[src/rtl/dcp_pkg.sv]
// Shared types and constants for the dcache port arbiter.
// Holds the FSM state, the request owner and the bypass counter sizing.
package dcp_pkg;

    typedef enum logic [1:0] {
        IDLE,
        STB_XFER,
        LD_XFER
    } dcp_state_e;

    typedef enum logic [1:0] {
        OWN_NONE,
        OWN_STB,
        OWN_LSU
    } dcp_owner_e;

    localparam int DCP_MAX_BYPASS = 3;
    localparam int DCP_BYP_W      = $clog2(DCP_MAX_BYPASS + 1);

endpackage

[src/rtl/dcache_port_arbiter_bypass_ctr.sv]
// dcp_bypass_ctr: saturating count of consecutive load bypasses.
// Ports: clk, rst, inc, clr (wins over inc), limit (count == MAX).
module dcp_bypass_ctr
    import dcp_pkg::*;
#(
    parameter int MAX = DCP_MAX_BYPASS,
    parameter int W   = DCP_BYP_W
) (
    input  logic clk,
    input  logic rst,
    input  logic inc,
    input  logic clr,
    output logic limit
);

    localparam logic [W-1:0] LIM = W'(MAX);

    logic [W-1:0] cnt;

    assign limit = (cnt == LIM);

    always_ff @(posedge clk or posedge rst) begin
        if (rst) begin
            cnt <= '0;
        end else if (clr) begin
            cnt <= '0;
        end else if (inc && !limit) begin
            cnt <= cnt + 1'b1;
        end
    end

endmodule

[src/rtl/dcache_port_arbiter.sv]
// dcache_port_arbiter: single dcache port shared by store drain and LSU loads.
// Ports: stb2dcp_* store side, lsu2dcp_*/dcp2lsu_* load side,
//   dcp2dcache_* registered request, dcache2dcp_* completion.
// Optional macro DCP_LD_BYPASS_EN lets loads overtake pending stores
//   (no address hit) up to MAX_BYPASS times in a row.
module dcache_port_arbiter
    import dcp_pkg::*;
#(
    parameter int ADDR_WIDTH     = 32,
    parameter int DATA_WIDTH     = 32,
    parameter int BYTE_SEL_WIDTH = 4,
    parameter int MAX_BYPASS     = DCP_MAX_BYPASS
) (
    input  logic                      clk,
    input  logic                      rst,
    input  logic                      stb2dcp_req,
    input  logic [ADDR_WIDTH-1:0]     stb2dcp_addr,
    input  logic [DATA_WIDTH-1:0]     stb2dcp_wdata,
    input  logic [BYTE_SEL_WIDTH-1:0] stb2dcp_sel_byte,
    input  logic                      stb2dcp_empty,
    output logic                      dcp2stb_ack,
    input  logic                      lsu2dcp_req,
    input  logic [ADDR_WIDTH-1:0]     lsu2dcp_addr,
    input  logic [BYTE_SEL_WIDTH-1:0] lsu2dcp_sel_byte,
    input  logic                      stb2dcp_addr_hit,
    output logic                      dcp2lsu_ack,
    output logic [DATA_WIDTH-1:0]     dcp2lsu_rdata,
    output logic                      dcp2lsu_stall,
    output logic                      dcp2dcache_req,
    output logic                      dcp2dcache_w_en,
    output logic [ADDR_WIDTH-1:0]     dcp2dcache_addr,
    output logic [DATA_WIDTH-1:0]     dcp2dcache_wdata,
    output logic [BYTE_SEL_WIDTH-1:0] dcp2dcache_sel_byte,
    output logic                      dcp2dcache_dmem_sel,
    input  logic                      dcache2dcp_ack,
    input  logic [DATA_WIDTH-1:0]     dcache2dcp_rdata
);

    dcp_state_e state, state_nxt;
    dcp_owner_e owner, owner_nxt;

    logic grant_stb;
    logic grant_lsu;
    logic byp_take;
    logic req_q;

`ifdef DCP_LD_BYPASS_EN
    localparam int CW = $clog2(MAX_BYPASS + 1);

    logic byp_limit;

    // A load may overtake a pending store only when it cannot alias it.
    assign byp_take = stb2dcp_req & lsu2dcp_req
                    & ~stb2dcp_addr_hit & ~byp_limit;

    dcp_bypass_ctr #(
        .MAX (MAX_BYPASS),
        .W   (CW)
    ) u_byp_ctr (
        .clk   (clk),
        .rst   (rst),
        .inc   (grant_lsu & byp_take),
        .clr   (grant_stb),
        .limit (byp_limit)
    );
`else
    logic unused_addr_hit;

    assign unused_addr_hit = stb2dcp_addr_hit;
    assign byp_take        = 1'b0;
`endif

    always_ff @(posedge clk or posedge rst) begin
        if (rst) begin
            state <= IDLE;
            owner <= OWN_NONE;
        end else begin
            state <= state_nxt;
            owner <= owner_nxt;
        end
    end

    always_comb begin
        state_nxt = state;
        owner_nxt = owner;
        grant_stb = 1'b0;
        grant_lsu = 1'b0;
        unique case (state)
            IDLE: begin
                if (byp_take) begin
                    grant_lsu = 1'b1;
                end else if (stb2dcp_req) begin
                    grant_stb = 1'b1;
                end else if (lsu2dcp_req && stb2dcp_empty) begin
                    grant_lsu = 1'b1;
                end
                if (grant_stb) begin
                    state_nxt = STB_XFER;
                    owner_nxt = OWN_STB;
                end else if (grant_lsu) begin
                    state_nxt = LD_XFER;
                    owner_nxt = OWN_LSU;
                end
            end
            STB_XFER, LD_XFER: begin
                if (dcache2dcp_ack) begin
                    state_nxt = IDLE;
                    owner_nxt = OWN_NONE;
                end
            end
            default: begin
                state_nxt = IDLE;
                owner_nxt = OWN_NONE;
            end
        endcase
    end

    // Loads leave wdata untouched; it keeps the last store's value.
    always_ff @(posedge clk or posedge rst) begin
        if (rst) begin
            req_q               <= 1'b0;
            dcp2dcache_w_en     <= 1'b0;
            dcp2dcache_addr     <= '0;
            dcp2dcache_wdata    <= '0;
            dcp2dcache_sel_byte <= '0;
        end else if (grant_stb) begin
            req_q               <= 1'b1;
            dcp2dcache_w_en     <= 1'b1;
            dcp2dcache_addr     <= stb2dcp_addr;
            dcp2dcache_wdata    <= stb2dcp_wdata;
            dcp2dcache_sel_byte <= stb2dcp_sel_byte;
        end else if (grant_lsu) begin
            req_q               <= 1'b1;
            dcp2dcache_w_en     <= 1'b0;
            dcp2dcache_addr     <= lsu2dcp_addr;
            dcp2dcache_sel_byte <= lsu2dcp_sel_byte;
        end else if (state != IDLE && dcache2dcp_ack) begin
            req_q           <= 1'b0;
            dcp2dcache_w_en <= 1'b0;
        end
    end

    assign dcp2dcache_req      = req_q;
    assign dcp2dcache_dmem_sel = req_q;

    // Owner is OWN_NONE in IDLE, so a stray dcache ack reaches nobody.
    assign dcp2stb_ack   = ~rst & (owner == OWN_STB) & dcache2dcp_ack;
    assign dcp2lsu_ack   = ~rst & (owner == OWN_LSU) & dcache2dcp_ack;
    assign dcp2lsu_rdata = dcache2dcp_rdata;
    assign dcp2lsu_stall = ~rst & lsu2dcp_req & ~dcp2lsu_ack;

endmodule
[config.mk]
export PLATFORM = sky130hd
export DESIGN_NAME = dcache_port_arbiter
export DESIGN_NICKNAME = d
export VERILOG_FILES = /design/src/rtl/dcp_pkg.sv /design/src/rtl/dcache_port_arbiter_bypass_ctr.sv /design/src/rtl/dcache_port_arbiter.sv
export SDC_FILE = /design/constraint.sdc
export NUM_CORES = 1
export LEC_CHECK = 0
export BUFFER_PORTS_ARGS = -buffer_cell sky130_fd_sc_hd__buf_2
export CORE_ASPECT_RATIO = 0.5
export CORE_MARGIN = 3
export CORE_UTILIZATION = 30
export DETAILED_ROUTE_END_ITERATION = 16
export SLEW_MARGIN = 20
export SYNTH_ARGS = -nofsm -noshare
export SYNTH_HDL_FRONTEND = slang
export SYNTH_HIERARCHICAL = 1
export SYNTH_SLANG_ARGS = --single-unit
[constraint.sdc]
create_clock -name clk -period 2.4 [get_ports clk]
set_input_delay 0.12 -clock clk [delete_from_list [all_inputs] [get_ports clk]]
set_output_delay 0.12 -clock clk [all_outputs]
set_load 0.01 [all_outputs]
# Yosys cells after proc, flatten, opt, wreduce, memory -nomap -nowiden
# Cells that the tools add are included.
# word_totals
input_bits	143
output_inout_bits	106
reg_bits	72
# op_classes
n_bitwise	8
n_eq_ne	4
mux	20
reduce_logical	8
# op_table
operator	n
$mux W32	2
$mux W1	12
$mux W4	2
$and A1 B1 Y1	6
$mux W2	3
$pmux W2 S2	1
$reduce_bool A2 Y1	2
$ne A3 B3 Y1 const B	1
$reduce_bool A3 Y1	1
$eq A2 B1 Y1 const B	1
$eq A2 B2 Y1 const B	1
$logic_and A1 B1 Y1	2
$logic_not A2 Y1	1
$ne A2 B2 Y1 const B	1
$not A1 Y1	2
$reduce_and A2 Y1	1
$reduce_or A2 Y1	1

# Logic depth before layout (Yosys ltp)
# Gate-level depths: netlist of the first run.
# logic_depth
ltp_word	7
depth_mapped	6
depth_no_buf	5

# Least setup slack after synthesis of the first run
# No wires, ideal clock.
# synth_timing
path_type	input to output
from	input port rst
to	output port dcp2lsu_stall
t_required_ps	2280
stages	3
arrival_time_ps	2130
slack_ps	150
path_cell_list	inv_1 -> and3_1 -> nor3b_1
# synth_between
elab_chain_len	5
word_cells_on_any_way	6
cone_classes	bitwise (6)
# synth_lines
item	line_no	source
start: declaration	dcache_port_arbiter.sv:15	input logic rst,
$not A1 Y1	dcache_port_arbiter.sv:148	assign dcp2lsu_ack = ~rst & (owner == OWN_LSU) & dcache2dcp_ack;
$and A1 B1 Y1 (2 in a row)	dcache_port_arbiter.sv:148	
via dcp2lsu_ack	dcache_port_arbiter.sv:26	output logic dcp2lsu_ack,
$not A1 Y1	dcache_port_arbiter.sv:150	assign dcp2lsu_stall = ~rst & lsu2dcp_req & ~dcp2lsu_ack;
$and A1 B1 Y1	dcache_port_arbiter.sv:150	
end: declaration	dcache_port_arbiter.sv:28	output logic dcp2lsu_stall,
# The timed path passes the listed nets, and every way through them passes these cells.

==> results.md, run 1 <==
- The aggregate routed wire length is 8650 µm.
- The worst reg-to-reg path cell count is 6.
- The required time of the critical path is around 2600 ps.
- The HPWL after detailed placement is approximately 6600 µm.
- In this run the count of I/O pins placed on the die edge is 249.
- The total vias in the final route is about 2400.
- For this design the static power due to leakage is 2.29 nW.
- Per report_power, the combinational group accounts for about two fifths of the total.
- Max-cap violations in this run came to 0.
- The classification of the worst setup path is flop to flop.
- On the final layout, the worst hold slack is 17.7 ps.
- The clock drives a little over 70 sinks.
- The area growth from synthesis to layout is 33.9%.
- The switching power summed over all nets is 1.92 mW.
- Summed over all instances, the cell type with the most area after synthesis is sky130_fd_sc_hd__dfrtp_1.
- The clock passes through at most 2 buffers.
- The worst setup path is captured at a flop.
- The internal portion of the total power is 4.22 mW.
- The final-report hold violation count is 0.
- The die is 158 µm wide.
- After synthesis, the cell types taking the most area are sky130_fd_sc_hd__dfrtp_1 52%, sky130_fd_sc_hd__mux2_2 32%, sky130_fd_sc_hd__buf_4 7.8%.
- The clock-pin transition on the worst setup and hold timing paths is 60 ps.
- For the worst setup path, the data arrival time is 2220 ps.
- The first global-routing pass estimated 12100 µm of wire.
- The via count of the first global-routing pass is 2322.
- In this run switching power makes up 31.3% of total power.
- The post-synthesis average cell area is 14.3 µm².
- The endpoint identified for the worst register-to-register timing path is dcp2dcache_addr[16]$_DFFE_PP0P_.
- In the final layout, the share of cells above drive strength 1 is 75.1%.
- Of the available clock period, the critical path in the final layout requires 83.9%.
- The post-synth net total is 391.
- The number of library cell types mapped by synthesis is 22.
- Along the worst hold path, the cell count comes to 2.
- The DRC violation count after routing is 0.
- The startpoint identified for the worst hold timing path is stb2dcp_wdata[17].
- Entering global routing, the biggest net connects 70 pins.
- The routability congestion estimate from global placement is 0.750.
- The minimum setup slack among reg-to-reg paths is 390 ps.
- The overflow left after global routing is 0.
- Along the worst path, the maximum fanout reaches 27.
- The number of levels the H-tree was split into is 3.
- The initial utilization of the core area, before any placement, comes to 31.2%.
- The flow ran to the end, and the final reports show no timing, DRC or antenna violations.
- Leaving out filler cells and counting taps, the final layout contains between 500 and 600.
- STA classifies the critical path startpoint as a flop.
- The full die area is between 10000 and 15000 µm².
- The clock root buffer is sky130_fd_sc_hd__clkbuf_16.
- The source-to-sink clock delay at the later pin of the worst-skew pair is 330 ps.
- Dividing the detail-routed via count by the number of cells gives ~4.4.
- Dividing the detail-routed wire length by the instance count gives about 16 µm.
- In this run the tool buffered the top-level ports with around 180 buffer cells.
- The number of placed cells counting well taps is 534.
- The design draws 6.15 mW.
- The worst supply voltage drop on vdd is 0.453 mV.
- Measured against its own limit, the worst slew margin works out to 40.8%.
- The die boundary height is 82.2 µm.
- The placement row count is 27.
- The class of the tightest hold or removal check is input pin to flop.
- Buffers inserted during clock tree synthesis total 9.
- The iteration-0 DRC count of the detailed router is 68.
- The share of the Yosys chip area taken by registers is 51.7%.
- The filler cell count in the final layout is 1085.
- The detailed-routing iteration count for the pre-antenna-repair pass is 4.
- The number of antenna violations at the first check in global routing came to 0.
- The part of the power in the clock network is about a quarter.
- In this run the cell area of the synthesized design comes to 3480 µm².
- Setup repair after global routing left no endpoint under its margin.
- In this run the remaining antenna-violating nets after routing total 0.
- Yosys printed 6 warnings.
- The endpoint of the worst hold-timing path is dcp2dcache_wdata[17]$_DFFE_PP0P_.
- The routed design could run at a clock period as short as about 2000 ps.
- The final net count is 548.
- In this run the power density over the cells is 1320 nW/µm².
- For this run, the top clock speed supported by timing is 0.497 GHz.
- TritonCTS built the clock tree.
- The count of pins over their slew limit is 0.
- At the pin with the least slew margin, the transition time is 887 ps.
- The number of antenna diodes in the final layout is 0.
- The total of flip-flops plus latches after synthesis is 72.
- The share of Yosys cell area claimed by the top area cell type is 51.7%.
- Synthesis produced 244 cells.
- The aggregate global-route resource usage is between 10 and 15%.
- The total negative setup slack is 0 ps.
- The core region is between 10000 and 15000 µm².
- The setup clock skew after layout is ~5.2 ps.
- Setup violations remaining at the end of the flow were counted as 0.
- Registers are responsible for 34.4% of the overall power.
- The worst register-to-register path begins at owner[0]$_DFFE_PP0P_.
-- power by group through the flow --
stage	registers [mW]	logic (mW)	clock network, mW
6_report	2.11	2.50	1.54
5_1_grt	2.20	2.70	1.63
4_1_cts	2.12	2.57	1.58
3_5_place_dp	2.13	2.56	0
3_3_place_gp	2.12	2.52	0
2_1_floorplan	2.44	1.33	0
-- synth_stat cells, drive strengths merged --
master	count
a21boi	1
a21o	1
clkbuf	2
nand4b	1
a22oi	1
dfrtp	72
o22ai	1
mux2	104
o21ai	1
buf	41
nand2b	2
ha	4
nor3b	1
inv	4
and3	2
nand2	4
nand3	2
-- through the flow --
stage | utilization, % | cell area [µm²] | setup slack (ps)
2_1_floorplan | - | 3480 | 150
3_3_place_gp | 38.6 | 4310 | 440
3_5_place_dp | 38.6 | 4310 | 379
4_1_cts | 41.8 | 4660 | 361
5_1_grt | 41.8 | 4660 | 285
6_report | 41.8 | 4660 | 386
-- kinds of logic after synthesis --
group | Yosys count | share of synthesized area, %
buf+inv | 47 | 10.1
simple gates | 12 | 2.19
flops | 72 | 51.7
fa+ha+maj | 4 | 1.44
compound gates | 5 | 0.970
mux | 104 | 33.6
-- placed cells by master, fill, tap and decap left out, drive strengths merged, types with 2 or more instances in the layout --
master,n
nand2,4
buf,188
ha,4
dfrtp,72
inv,4
bufinv,3
mux2,104
clkbuf,11
nand2b,2
nand3,2
and3,2
clkinv,2
-- sequential cells by signal (all words and copies together) (netlist names) --
register	cells
dcp2dcache_addr	32
dcp2dcache_dmem_sel	1
dcp2dcache_sel_byte	4
dcp2dcache_w_en	1
dcp2dcache_wdata	32
owner	2
-- what timing repair did --
action	CTS	global route
endpoints found under the hold margin	3	0
setup buffers	0	0
hold buffers	1	0
gates resized for setup	0	0
-- worst max-delay path, stage by stage (launching register included) --
cell                      delay, ps
sky130_fd_sc_hd__dfrtp_1        370
sky130_fd_sc_hd__inv_1          100
sky130_fd_sc_hd__ha_1           250
sky130_fd_sc_hd__nand2_4        310
sky130_fd_sc_hd__buf_12         220
sky130_fd_sc_hd__mux2_2         360
sky130_fd_sc_hd__mux2_2         260
-- layer usage --
| metal | track usage (%) | part of all wire [%] |
|---|---|---|
| met1 | 12.1 | 35 |
| met4 | 8.07 | 4.8 |
| met5 | 0 | 0 |
| met3 | 3.33 | 5.6 |
| met2 | 22.5 | 55 |
-- worst max-delay path by stage --
stage | start | end | slack, ps | cells past startpoint
after floorplan | rst | dcp2lsu_stall | 150 | 3
after global placement | owner[0]$_DFFE_PP0P_ | dcp2dcache_addr[16]$_DFFE_PP0P_ | 440 | 6
after detailed placement | owner[0]$_DFFE_PP0P_ | dcp2dcache_addr[16]$_DFFE_PP0P_ | 380 | 6
after CTS | owner[0]$_DFFE_PP0P_ | dcp2dcache_addr[16]$_DFFE_PP0P_ | 360 | 6
after global routing | owner[0]$_DFFE_PP0P_ | dcp2dcache_addr[8]$_DFFE_PP0P_ | 290 | 6
final | owner[0]$_DFFE_PP0P_ | dcp2dcache_addr[16]$_DFFE_PP0P_ | 390 | 6
-- area by class of cell --
cell class                 instances  area (µm²)  area share (%)
clock inverter                     5         104            2.23
tap                              145         181            3.89
multi-input combinational        125        1330            28.5
inverter                           4        15.0           0.322
clock buffer                      11         243            5.20
timing repair buffer             189         988            21.2
sequential                        72        1800            38.6
Note: power is estimated with default switching activity, not from simulation.
==> inputs of run 2 (changes only) <==
==> constraint.sdc (replaced) <==
create_clock -name clk -period 2.05 [get_ports clk]
set_input_delay 0.1025 -clock clk [delete_from_list [all_inputs] [get_ports clk]]
set_output_delay 0.1025 -clock clk [all_outputs]
set_load 0.01 [all_outputs]
==> run 2 against run 1 <==
  * First-iteration DRC count up 4.4%
  * Clock power up 7%
  * Flip-flop and latch count unchanged
  * Die area did not move
  * Core utilization grew 0.67 points
  * Non-clock buffer count grew 7
  * Sequential power grew 18%
  * Clock skew about the same
  * Combinational power is 19% higher
  * Critical path depth is the same
  * Via count is 1.5% higher
  * Global-route usage increased by 0.51 points
  * Largest cell class unchanged
==> results.md, run 2 (synthesis results as in run 1) <==
- Setup repair after global routing left no endpoint under its margin.
- The class of the tightest hold or removal check is input pin to flop.
- The DRC violation count after routing is 0 (unchanged).
- The detail-routed via count per cell came to 4.37 (+0.18%).
- The most common cell after layout, fill and taps aside is sky130_fd_sc_hd__buf_2.
- The die boundary height is 82.2 µm (unchanged).
- The via count of the first global-routing pass is 2481 (+6.8%).
- The highest net fanout along the worst path is 18 (-33%).
- The aggregate global-route resource usage came to 12.6% (+0.51 points).
- The number of buffers added by the clock tree synthesis step is 9 (unchanged).
- The worst supply voltage drop on vdd is 0.664 mV (+47%).
- The setup clock skew after layout is 5.24 ps (+0.0310 ps).
- The largest registers in the layout are dcp2dcache_addr (32), dcp2dcache_wdata (32), dcp2dcache_sel_byte (4).
- The clock tree from TritonCTS is yes.
- The minimum setup slack among reg-to-reg paths is 310 ps (-80 ps).
- The number of levels the H-tree was split into is 3 (unchanged).
- The number of top-level pins is 249 (unchanged).
- The worst setup path is launched from a flop.
- The detailed-routing iteration count for the pre-antenna-repair pass is 4 (unchanged).
- The detailed placement HPWL is 6810 µm (+3.6%).
- The wire length of the first global-routing pass was 12600 µm (+4.5%).
- The run finished with clean final reports.
- The clock root buffer is sky130_fd_sc_hd__clkbuf_16.
- The fraction of the cycle the final worst path needs was 85.0% (+1.0 points).
- The total number of clock tree sinks was 72 (unchanged).
- The area added between synthesis and finish is 36.1%.
- The final setup violation count is 0 (unchanged).
- The count of instances resized after the clock tree is built is 0 (unchanged).
- The upper clock frequency limit came to 0.574 GHz (+16%).
- The total negative setup slack is 0 ps (unchanged).
- The total area of multi-input combinational cells came to 1340 µm² (+0.75%).
- The combined flip-flop and latch cell area is 1800 µm² (unchanged).
- The leakage power of the design is 2.31 nW (+0.81%).
- The number of buffer cells added on primary ports is 183 (unchanged).
- STA classifies the critical path endpoint as a flop.
- The total power divided by cell area is 1500 nW/µm² (+14%).
- The overflow left after global routing is 0 (unchanged).
- The max-slew headroom at the worst pin is 72.8% (+32 points).
- The placement row count was 27 (unchanged).
- The source-to-sink clock delay at the later pin of the worst-skew pair is 320 ps (about the same).
- The classification of the worst setup path is flop to flop.
- The final net count is 555 (+1.3%).
- The data arrival time at the worst-slack endpoint came to 1950 ps (-270 ps).
- The number of placed cells counting well taps is 535 (+0.19%).
- The required time of the critical path came to 2250 ps (-360 ps).
- The number of max-cap violations is 0 (unchanged).
- The count of nets left with antenna violations after detail routing was 0 (unchanged).
- The area of the placeable core was 11100 µm² (unchanged).
- The full die area came to 13000 µm² (unchanged).
- The pin slew with the least headroom to its limit is 407 ps (-480 ps).
- The clock-pin transition on the worst setup and hold timing paths is 50 ps (about the same).
- The layout cell share with drive strength beyond 1 is 74.1% (-1.0 points).
- The routability congestion estimate from global placement came to 0.696 (-7.2%).
- The initial standard-cell utilization of the core is 31.2% (unchanged).
- The number of antenna violations at the first check in global routing is 0 (unchanged).
- The detail-routed net length per standard cell came to 15.6 µm (-0.33%).
- The filler cell count in the final layout came to 1077 (-0.74%).
- The total vias in the final route is 2436 (+1.5%).
- The pin count of the biggest net entering global routing was 73 (+4.3%).
- The final critical-path required period is 1740 ps (-272 ps).
- The iteration-0 DRC count of the detailed router is 71 (+4.4%).
- The number of standard cells in the final layout excluding fillers is 558 (+1.3%).
- The die boundary width is 158 µm (unchanged).
- The top cell types in the final layout, fill and taps aside, are 183 x sky130_fd_sc_hd__buf_2, 99 x sky130_fd_sc_hd__mux2_2, 72 x sky130_fd_sc_hd__dfrtp_1.
- The aggregate routed wire length was 8730 µm (+0.94%).
- The count of pins over their slew limit is 0 (unchanged).
- The final-report hold violation count came to 0 (unchanged).
- The number of antenna diodes came to 0 (unchanged).
- The maximum clock insertion buffer count is 2 (unchanged).
run 2: final cells by class:
class	count	area share, %
tap	145	3.83
sequential	72	38.0
timing repair buffer	196	22.8
inverter	4	0.396
clock inverter	3	1.37
multi-input combinational	125	28.3
clock buffer	13	5.28
run 2: what timing repair did:
action / in CTS / in global routing
setup buffers: 0 / 0
hold buffers: 5 / 2
endpoints found under the hold margin: 76 / 2
run 2: where the power goes:
part           leakage, nW  internal [mW]  switching, mW  total (mW)
Sequential           0.845           2.15          0.323        2.48
Combinational         1.31           1.61           1.37        2.98
Clock                0.154           1.10          0.551        1.65
run 2: worst paths after layout:
check	from	endpoint	depth (start not counted)
min in group asynchronous	rst	dcp2dcache_addr[31]$_DFFE_PP0P_	4
min reg2reg	dcp2dcache_wdata[2]$_DFFE_PP0P_	dcp2dcache_wdata[2]$_DFFE_PP0P_	1
max reg2reg	owner[0]$_DFFE_PP0P_	dcp2dcache_addr[30]$_DFFE_PP0P_	6
max	owner[0]$_DFFE_PP0P_	dcp2dcache_addr[30]$_DFFE_PP0P_	6
max in group asynchronous	rst	dcp2dcache_wdata[23]$_DFFE_PP0P_	4
min	stb2dcp_wdata[6]	dcp2dcache_wdata[6]$_DFFE_PP0P_	2
run 2: per-layer routing:
| layer | track usage, % | part of all wire, % | wire length, µm | up-vias |
|---|---|---|---|---|
| met5 | 0 | 0 | 0 | - |
| met4 | 6.70 | 4.1 | 357 | 0 |
| met3 | 2.86 | 3.9 | 343 | 39 |
| met2 | 24.7 | 57 | 4970 | 55 |
| met1 | 12.7 | 35 | 3060 | 1191 |
| li1 | - | - | - | 1151 |
run 2: per-stage QoR:
step	hold WS, ps	area (µm²)	power (mW)	utilization (%)	setup WS (ps)
after detailed placement	205	4350	5.55	39.1	296
after floorplan	238	3500	4.42	-	91.6
final	12.3	4740	7.10	42.5	308
after global placement	205	4350	5.48	39.1	318
after CTS	0.781	4720	7.24	42.3	280
after global routing	1.33	4740	7.60	42.5	171
run 2: critical path, cell delays in order (launching register included):
cell,delay [ps]
sky130_fd_sc_hd__dfrtp_1,390
sky130_fd_sc_hd__inv_1,140
sky130_fd_sc_hd__ha_1,230
sky130_fd_sc_hd__nand2_4,100
sky130_fd_sc_hd__buf_12,170
sky130_fd_sc_hd__mux2_1,330
sky130_fd_sc_hd__mux2_2,270
